<file path="config.mk">
export PLATFORM = sky130hd
export DESIGN_NAME = cobs_frame_encoder
export DESIGN_NICKNAME = d
export VERILOG_FILES = /design/src/rtl/cobs_pkg.sv /design/src/rtl/cobs_block_buffer.sv /design/src/rtl/cobs_frame_encoder.sv
export SDC_FILE = /design/constraint.sdc
export NUM_CORES = 2
export LEC_CHECK = 0
export BUFFER_PORTS_ARGS = -buffer_cell sky130_fd_sc_hd__buf_2
export CORE_MARGIN = 1
export CORE_UTILIZATION = 63
export DETAILED_ROUTE_END_ITERATION = 6
export GPL_TIMING_DRIVEN = 1
export PLACE_DENSITY = 0.79
export RECOVER_POWER = 100
export SLEW_MARGIN = 20
export SYNTH_ARGS = -nofsm -noshare
export SYNTH_HDL_FRONTEND = slang
export SYNTH_SLANG_ARGS = --single-unit
</file>
<file path="constraint.sdc">
create_clock -name clk -period 2.8 [get_ports clk]
set_input_delay 0.28 -clock clk [delete_from_list [all_inputs] [get_ports clk]]
set_output_delay 0.28 -clock clk [all_outputs]
set_load 0.005 [all_outputs]
</file>
<file path="src/rtl/cobs_pkg.sv">
// Shared types and constants for the COBS frame encoder.
package cobs_pkg;

  typedef enum logic [1:0] {
    FILL  = 2'd0,
    CODE  = 2'd1,
    DATA  = 2'd2,
    DELIM = 2'd3
  } cobs_enc_state_t;

  localparam logic [7:0] COBS_DELIM          = 8'h00;
  localparam int         COBS_MAX_CODE_LIMIT = 255;

  // Width of a counter able to hold 0..max_code-1; never narrower than one bit.
  function automatic int cobs_count_width(input int max_code);
    return (max_code > 2) ? $clog2(max_code) : 1;
  endfunction

endpackage

</file>
<file path="src/rtl/cobs_block_buffer.sv">
// Byte store for one COBS block. Written while filling, read back in order
// while the block is emitted, cleared at the end of every block.
module cobs_block_buffer
  import cobs_pkg::*;
#(
  parameter int DEPTH = 254
) (
  input  logic       clk,
  input  logic       rst,
  input  logic       clear,
  input  logic       wr_en,
  input  logic [7:0] wr_data,
  input  logic       rd_en,
  output logic [7:0] rd_data
);

  // Pointers can reach DEPTH (one past the last entry) after a full block.
  localparam int PW = cobs_count_width(DEPTH + 1);
  localparam int IW = (DEPTH > 1) ? $clog2(DEPTH) : 1;

  logic [7:0]    mem [DEPTH];
  logic [PW-1:0] wr_ptr;
  logic [PW-1:0] rd_ptr;

  // Storage array; contents need no reset since pointers gate every access.
  always_ff @(posedge clk) begin
    if (wr_en) begin
      mem[wr_ptr[IW-1:0]] <= wr_data;
    end
  end

  // Read and write pointers; clear rewinds both for the next block.
  always_ff @(posedge clk or posedge rst) begin
    if (rst) begin
      wr_ptr <= '0;
      rd_ptr <= '0;
    end else if (clear) begin
      wr_ptr <= '0;
      rd_ptr <= '0;
    end else begin
      if (wr_en) wr_ptr <= wr_ptr + PW'(1);
      if (rd_en) rd_ptr <= rd_ptr + PW'(1);
    end
  end

  assign rd_data = mem[rd_ptr[IW-1:0]];

endmodule

</file>
<file path="src/rtl/cobs_frame_encoder.sv">
// COBS encoder for AXI-Stream byte frames, with optional 0x00 delimiter
// and tuser propagation from the input tlast beat to the output tlast beat.
//
// state | meaning
// FILL  | accepting raw bytes into the block buffer
// CODE  | presenting the code byte of the closed block
// DATA  | streaming the buffered bytes of the block
// DELIM | presenting the trailing 0x00 frame delimiter
module cobs_frame_encoder
  import cobs_pkg::*;
#(
  parameter int MAX_CODE     = 255,
  parameter int APPEND_DELIM = 1,
  parameter int USER_WIDTH   = 1
) (
  input  logic                  clk,
  input  logic                  rst,
  input  logic [7:0]            s_axis_tdata,
  input  logic                  s_axis_tvalid,
  output logic                  s_axis_tready,
  input  logic                  s_axis_tlast,
  input  logic [USER_WIDTH-1:0] s_axis_tuser,
  output logic [7:0]            m_axis_tdata,
  output logic                  m_axis_tvalid,
  input  logic                  m_axis_tready,
  output logic                  m_axis_tlast,
  output logic [USER_WIDTH-1:0] m_axis_tuser
);

  localparam int            CW        = cobs_count_width(MAX_CODE);
  localparam logic [CW-1:0] NEAR_FULL = CW'(MAX_CODE - 2);
  localparam bit            DELIM_EN  = (APPEND_DELIM != 0);

  cobs_enc_state_t       state;
  logic [CW-1:0]         count;
  logic [CW-1:0]         remain;
  logic                  pending_empty;
  logic                  frame_end;
  logic                  in_ready;
  logic [USER_WIDTH-1:0] user_q;
  logic [7:0]            buf_rd_data;

  logic in_fire;
  logic out_fire;
  logic buf_wr;
  logic buf_rd;
  logic block_done;
  logic tail_last;

  assign s_axis_tready = in_ready;

  // Handshakes, buffer strobes and the "this block ends the frame" flag.
  always_comb begin
    in_fire    = s_axis_tvalid && in_ready;
    out_fire   = m_axis_tvalid && m_axis_tready;
    buf_wr     = in_fire && (s_axis_tdata != COBS_DELIM);
    buf_rd     = out_fire && (((state == CODE) && (count != '0)) ||
                              ((state == DATA) && (remain != CW'(1))));
    block_done = out_fire && (((state == CODE) && (count == '0)) ||
                              ((state == DATA) && (remain == CW'(1))));
    // With no delimiter the last byte of the final block carries tlast.
    tail_last  = frame_end && !pending_empty && !DELIM_EN;
  end

  cobs_block_buffer #(
    .DEPTH (MAX_CODE - 1)
  ) u_block_buffer (
    .clk     (clk),
    .rst     (rst),
    .clear   (block_done),
    .wr_en   (buf_wr),
    .wr_data (s_axis_tdata),
    .rd_en   (buf_rd),
    .rd_data (buf_rd_data)
  );

  // Encoder FSM with registered output beat; end-of-block step overrides the case.
  always_ff @(posedge clk or posedge rst) begin
    if (rst) begin
      state         <= FILL;
      count         <= '0;
      remain        <= '0;
      pending_empty <= 1'b0;
      frame_end     <= 1'b0;
      user_q        <= '0;
      in_ready      <= 1'b0;
      m_axis_tvalid <= 1'b0;
      m_axis_tdata  <= '0;
      m_axis_tlast  <= 1'b0;
      m_axis_tuser  <= '0;
    end else begin
      case (state)
        FILL: begin
          in_ready <= 1'b1;
          if (in_fire) begin
            if (s_axis_tlast) begin
              frame_end <= 1'b1;
              user_q    <= s_axis_tuser;
            end
            if (s_axis_tdata == COBS_DELIM) begin
              // A zero closes the block; a trailing zero still owes a 0x01 block.
              pending_empty <= s_axis_tlast;
              m_axis_tdata  <= 8'(count) + 8'd1;
              m_axis_tvalid <= 1'b1;
              m_axis_tlast  <= 1'b0;
              m_axis_tuser  <= '0;
              in_ready      <= 1'b0;
              state         <= CODE;
            end else begin
              count <= count + CW'(1);
              if ((count == NEAR_FULL) || s_axis_tlast) begin
                m_axis_tdata  <= 8'(count) + 8'd2;
                m_axis_tvalid <= 1'b1;
                m_axis_tlast  <= 1'b0;
                m_axis_tuser  <= '0;
                in_ready      <= 1'b0;
                state         <= CODE;
              end
            end
          end
        end
        CODE: begin
          if (out_fire && (count != '0)) begin
            state        <= DATA;
            remain       <= count;
            m_axis_tdata <= buf_rd_data;
            m_axis_tlast <= tail_last && (count == CW'(1));
            m_axis_tuser <= (tail_last && (count == CW'(1))) ? user_q : '0;
          end
        end
        DATA: begin
          if (out_fire && (remain != CW'(1))) begin
            remain       <= remain - CW'(1);
            m_axis_tdata <= buf_rd_data;
            m_axis_tlast <= tail_last && (remain == CW'(2));
            m_axis_tuser <= (tail_last && (remain == CW'(2))) ? user_q : '0;
          end
        end
        DELIM: begin
          if (out_fire) begin
            state         <= FILL;
            count         <= '0;
            frame_end     <= 1'b0;
            in_ready      <= 1'b1;
            m_axis_tvalid <= 1'b0;
            m_axis_tdata  <= '0;
            m_axis_tlast  <= 1'b0;
            m_axis_tuser  <= '0;
          end
        end
        default: state <= FILL;
      endcase

      if (block_done) begin
        if (pending_empty) begin
          pending_empty <= 1'b0;
          count         <= '0;
          state         <= CODE;
          m_axis_tvalid <= 1'b1;
          m_axis_tdata  <= 8'h01;
          m_axis_tlast  <= ~DELIM_EN;
          m_axis_tuser  <= DELIM_EN ? '0 : user_q;
        end else if (frame_end && DELIM_EN) begin
          count         <= '0;
          state         <= DELIM;
          m_axis_tvalid <= 1'b1;
          m_axis_tdata  <= COBS_DELIM;
          m_axis_tlast  <= 1'b1;
          m_axis_tuser  <= user_q;
        end else begin
          count         <= '0;
          frame_end     <= 1'b0;
          state         <= FILL;
          in_ready      <= 1'b1;
          m_axis_tvalid <= 1'b0;
          m_axis_tdata  <= '0;
          m_axis_tlast  <= 1'b0;
          m_axis_tuser  <= '0;
        end
      end
    end
  end

endmodule

</file>
## Word-level counts from Yosys, hierarchy flattened

Memory sizes are Yosys's and may differ from the RTL's.
Cells that the tools add are included.

- Register bits after elaboration: 49
- Memory bits (writable): 2032
- Input port bits: 14
- Output and inout port bits: 12
- Logic and storage cells: 133
- Memories kept: 1

Memory list:

| name | words | bits a word | read ports | clocked after memory_dff | wr ports | line | text |
|---|---|---|---|---|---|---|---|
| u_block_buffer.mem | 254 | 8 | 1 | 0 | 1 | cobs_block_buffer.sv:21 | `logic [7:0] mem [DEPTH];` |

- Add/subtract/negate cells: 5
- Eq/ne operators: 14
- Multiplexer cells: 70
- Reductions and logical operators: 30

Operators with widths:

| kind | count |
|---|---|
| 8-bit two-way mux | 16 |
| 1-bit two-way mux | 38 |
| 8-bit one-hot mux with 2 select lines | 2 |
| 8-bit one-hot mux with 4 select lines | 1 |
| 8-bit by 1-bit adder with 8-bit output (second input constant) | 3 |
| 8-bit logical NOT | 2 |
| 2-bit two-way mux | 8 |
| 8-bit nonzero test | 2 |
| 1-bit logical AND | 11 |
| 5-bit AND reduction | 2 |
| 3-bit inequality test (second input constant) | 3 |
| 8-bit by 2-bit adder with 8-bit output (second input constant) | 1 |
| 8-bit by 1-bit equality test with 1-bit output (second input constant) | 1 |
| 8-bit equality test (second input constant) | 1 |
| 8-bit by 1-bit inequality test with 1-bit output (second input constant) | 1 |
| 4-bit AND reduction | 2 |
| 8-bit by 1-bit subtractor with 8-bit output (second input constant) | 1 |
| 3-bit by 2-bit inequality test with 1-bit output (second input constant) | 2 |
| 1-bit one-hot mux with 2 select lines | 3 |
| 2-bit one-hot mux with 3 select lines | 1 |
| 3-bit AND reduction | 2 |
| 2-bit nonzero test | 3 |
| 2-bit equality test (second input constant) | 2 |
| 2-bit by 1-bit inequality test with 1-bit output (second input constant) | 2 |
| 7 further kinds | 9 |

## Depth between registers and ports, before layout

- Depth after elaboration: 9
- Mapped depth: 14
- Gate-level depth less buffers: 10

## Hierarchy

From an unflattened synthesis, not the netlist that was laid out.

- Cells, all modules: 4176
- Area total of the unflattened synthesis: 82577.9 um^2

Modules (own cells, without submodules):

| module | instances | cells an instance | area each (um^2) | sequential area each (um^2) |
|---|---|---|---|---|
| cobs_block_buffer | 1 | 3891 | 80133.1 | 61418.9 |
| cobs_frame_encoder | 1 | 285 | 2444.8 | 825.8 |

## Worst setup path before layout

No wires, ideal clock.

- Kind: register to register
- From: register u_block_buffer.rd_ptr[0]
- To: register m_axis_tdata[5]
- Library setup time: 124 ps
- Arrival time: 2392 ps
- Required time: 2676 ps
- Path slack: 284 ps
- Cell stages (with the launch flop): 12
- Path buffers: 4
- Period minus slack after synthesis: 2516 ps
- Cells stage by stage: dfrtp_1 buf_6 buf_8 buf_6 buf_2 mux4_2 a221oi_1 o22ai_1 nor3_1 a21oi_1 nand3_1 nand2_1

- Longest elaborated chain between the ends: 4
- Elaborated cells between the ends (all ways): 5
- Those cells by class: mux: 4; memory: 1

Ends and longest elaborated chain:

| element | line | text |
|---|---|---|
| from (decl) | cobs_block_buffer.sv:23 | `logic [PW-1:0] rd_ptr;` |
| from (signal assigned) | cobs_block_buffer.sv:42 | `if (rd_en) rd_ptr <= rd_ptr + PW'(1);` |
| memory 254 x 8 bit * | n/a |  |
| 8-bit two-way mux, on equally long branches | cobs_frame_encoder.sv:132, cobs_frame_encoder.sv:123 |  |
| 8-bit one-hot mux with 4 select lines * | cobs_frame_encoder.sv:92 | `case (state)` |
| 8-bit two-way mux * | cobs_frame_encoder.sv:154 | `if (block_done) begin` |
| to (signal assigned) | cobs_frame_encoder.sv:103 | `m_axis_tdata <= 8'(count) + 8'd1;` |
| to (signal assigned) | cobs_frame_encoder.sv:126 | `m_axis_tdata <= buf_rd_data;` |
| to (signal assigned) | cobs_frame_encoder.sv:134 | `m_axis_tdata <= buf_rd_data;` |
| to (decl) | cobs_frame_encoder.sv:23 | `output logic [7:0] m_axis_tdata,` |

Mark *: on every way between the ends. The rest lies on a longest branch, timed or not. The select of a mux whose other input is x is not followed.
A chain may end at the register's enable or synchronous reset.

## Final worst setup path

- From: register u_block_buffer.rd_ptr[0]
- To: register m_axis_tdata[2]

The elaborated chain is that of the path after synthesis.

==> run metrics <==
RSZ-0062 raised after global routing=true; clk buf depth=3; port bufs=25; kind of critical path=reg2reg; Max Clock Skew=44.6 ps; non-filler cells, final=roughly 6800; total of max-cap violations=10; Final period util=1.15; Layout area overhead=18.9%; CTS Sinks=between 2000 and 2500; clk_lat worst skew=approximately 860 ps; via count=between 40000 and 50000; Seq. cell area=roughly 62000 sq um; Die Ht=between 300 and 400 microns; LEAKAGE=about 31 nW; Post-Syn Area=between 80000 and 90000 sq um; arrival time worst endpoint=approximately 4000 ps; worst-margin pin slew=around 2300 ps; # DRC=5; CTS tree=built; violated checks=design-rule violations, max-capacitance violations, max-slew violations, negative setup slack; IO Pins=26; post-synthesis average cell area=roughly 20 sq um; #FFs+latches synth=2081; area of placed instances=approximately 90000 sq um; final hold slack=160 ps; Tmin final=between 3000 and 4000 ps; synthesis warning total=0; ys flop type=edfxtp_1; antenna-violating nets left=0; Pins Over Slew Limit=a little over 800; first-pass GRT wire length=roughly 340000 microns; CTS buffer count=196; Initial Utilization=0.635; post-DP HPWL=144000 microns; routed wire length per instance=35.8 microns; crit path max fanout=9; die area=~130000 sq um; Seq/Total Area, Yosys=0.758; pin count of the biggest net entering global routing=between 200 and 250; Placer Congestion=between 1 and 1.5; Yosys top cell area share=0.743; # fillers=around 6500; drt pass-1 iters=7; CTS H-Tree Depth=4; Hold Crit Class=in2reg; design area=about 98000 sq um; Peak Freq=just over 300 MHz; vias in the first global route=47100; Final Hold Vio Count=0; most used cell, CP=buf_4; CP max stage delay=~580 ps; Detailed Route Iter0 Violations=8371; NumNets Final=roughly 5000; commonest cells after routing, fill and taps aside=2032 x edfxtp_1, 690 x buf_4, 440 x mux4_2, 317 x nor2_1, 207 x clkbuf_16; root buf cell=clkbuf_16; vias per cell=between 7 and 8; Final setup viols=1518; layout cell share with drive strength beyond 1=0.340; ranking of synthesized cells by area=edfxtp_1 74%, mux4_2 12%, mux2i_1 2.5%; Worst slew margin=-0.541; top cell type by total area after synthesis=edfxtp_1; CTS clk-pin slew, worst paths=about 70 ps; GR Overflow Total=0; most common cell after layout, fill and taps aside=edfxtp_1; Yosys cell types=between 60 and 70; DP Worst Slack=-549 ps; crit-path cells=buf_6, buf_12, buf_4, clkbuf_16, buf_4, mux4_2, mux2i_1, o22ai_1, or4b_4, o221ai_4, o21ai_1; nature of the critical path startpoint=flop; Mapped Cells=between 4000 and 5000; Pwr per Cell Area=between 600 and 700 nW/um^2; CP max-delay cell=or4b_4; GR Util All Layers=0.367; Syn Nets=slightly above 4000; Peak supply drop=between 0.0007 and 0.0008 V; Die W=between 300 and 400 microns; core area=between 100000 and 150000 sq um; Final WS setup=-423 ps; run status=finished, violations left; Worst Setup End Kind=flop; final wirelength=about 240000 microns; Placed Instances=~6300; CP required=around 3500 ps; initial antenna violation count=10; Std-Cell Rows=132; number of flops mapped to enable cells by yosys=~2000; area of the multi-input gates=between 15000 and 20000 sq um; Async SR Flop Fraction=0.0235; total power=61.1 mW
==> metal layers <==
metal	global-route usage	wire length, microns
met1	0.473	78400
met2	0.558	112000
met3	0.110	34500
met4	0.217	17700
met5	0	120
==> final cells by class <==
cell class | instances | share of cell area
tap | 1742 | 0.0223
clock buffer | 243 | 0.0532
sequential | 2081 | 0.638
antenna | 5 | 0.000128
clock inverter | 116 | 0.0112
multi-input combinational | 1706 | 0.195
inverter | 17 | 0.000654
timing repair buffer | 863 | 0.0793
==> state kept, by name, indices dropped and copies added (netlist names) <==
register	cells
u_block_buffer.rd_ptr	8
state	2
m_axis_tdata	8
u_block_buffer.mem	2032
pending_empty	1
frame_end	1
u_block_buffer.wr_ptr	8
count	8
s_axis_tready	1
m_axis_tlast	1
user_q	1
remain	8
m_axis_tvalid	1
m_axis_tuser	1
==> per-stage QoR <==
step	util	TNS, ps
after floorplan	-	0
after global placement	0.691	-4940
after detailed placement	0.691	-11800
after CTS	0.749	-1850
after global routing	0.755	-340890
final	0.755	-119630
==> Yosys cell counts, types with 32 or more instances <==
master       n
buf_2       59
nand3_1     37
mux4_2     433
a21oi_1     76
clkbuf_1   106
o21ai_0     57
edfxtp_1  2032
buf_6       32
a22oi_1     92
o22ai_1     36
nand2_1    110
nor2_1     331
dfrtp_1     49
mux2i_1    209
==> critical path: cells and delay by family (launching register included) <==
family	cells	cell delay, ps
buf+inv	5	760
mux	2	740
simple gates	1	580
flops	1	520
compound gates	3	480
==> where the power goes <==
| part | internal [mW] | leakage (nW) | total (mW) | switching, mW |
|---|---|---|---|---|
| Combinational | 0.0328 | 9.26 | 0.578 | 0.545 |
| Clock | 14.8 | 3.07 | 26.4 | 11.5 |
| Sequential | 34.2 | 18.9 | 34.2 | 0 |
==> logic make-up after synthesis <==
family          after synthesis  synth area share
fa+ha+maj                    16           0.00244
simple gates                586            0.0308
flops                      2081             0.758
mux                         681             0.154
compound gates              405            0.0336
buf+inv                     258            0.0191
xor+xnor                     18           0.00192
==> path summary, 6_finish.rpt <==
path | depth (start not counted) | start | slack, ps | endpoint
min | 6 | s_axis_tvalid | 160 | frame_end
min reg2reg | 1 | m_axis_tuser | 500 | m_axis_tuser
max in group asynchronous | 4 | rst | 1080 | remain[3]
min in group asynchronous | 3 | rst | 290 | s_axis_tready
max reg2reg | 11 | u_block_buffer.rd_ptr[0] | -420 | m_axis_tdata[2]
max | 11 | u_block_buffer.rd_ptr[0] | -420 | m_axis_tdata[2]
==> repair_timing <==
| action | 4_1_cts | 5_1_grt |
|---|---|---|
| gates cloned | 11 | 6 |
| gates resized for setup | 107 | 109 |
| hold endpoints to repair | 73 | 0 |
| setup buffers | 37 | 43 |
| hold buffers | 9 | 0 |
| pin swaps | 25 | 33 |
| endpoints found under the setup margin | 9 | 125 |
(Power assumes the default switching activity.)
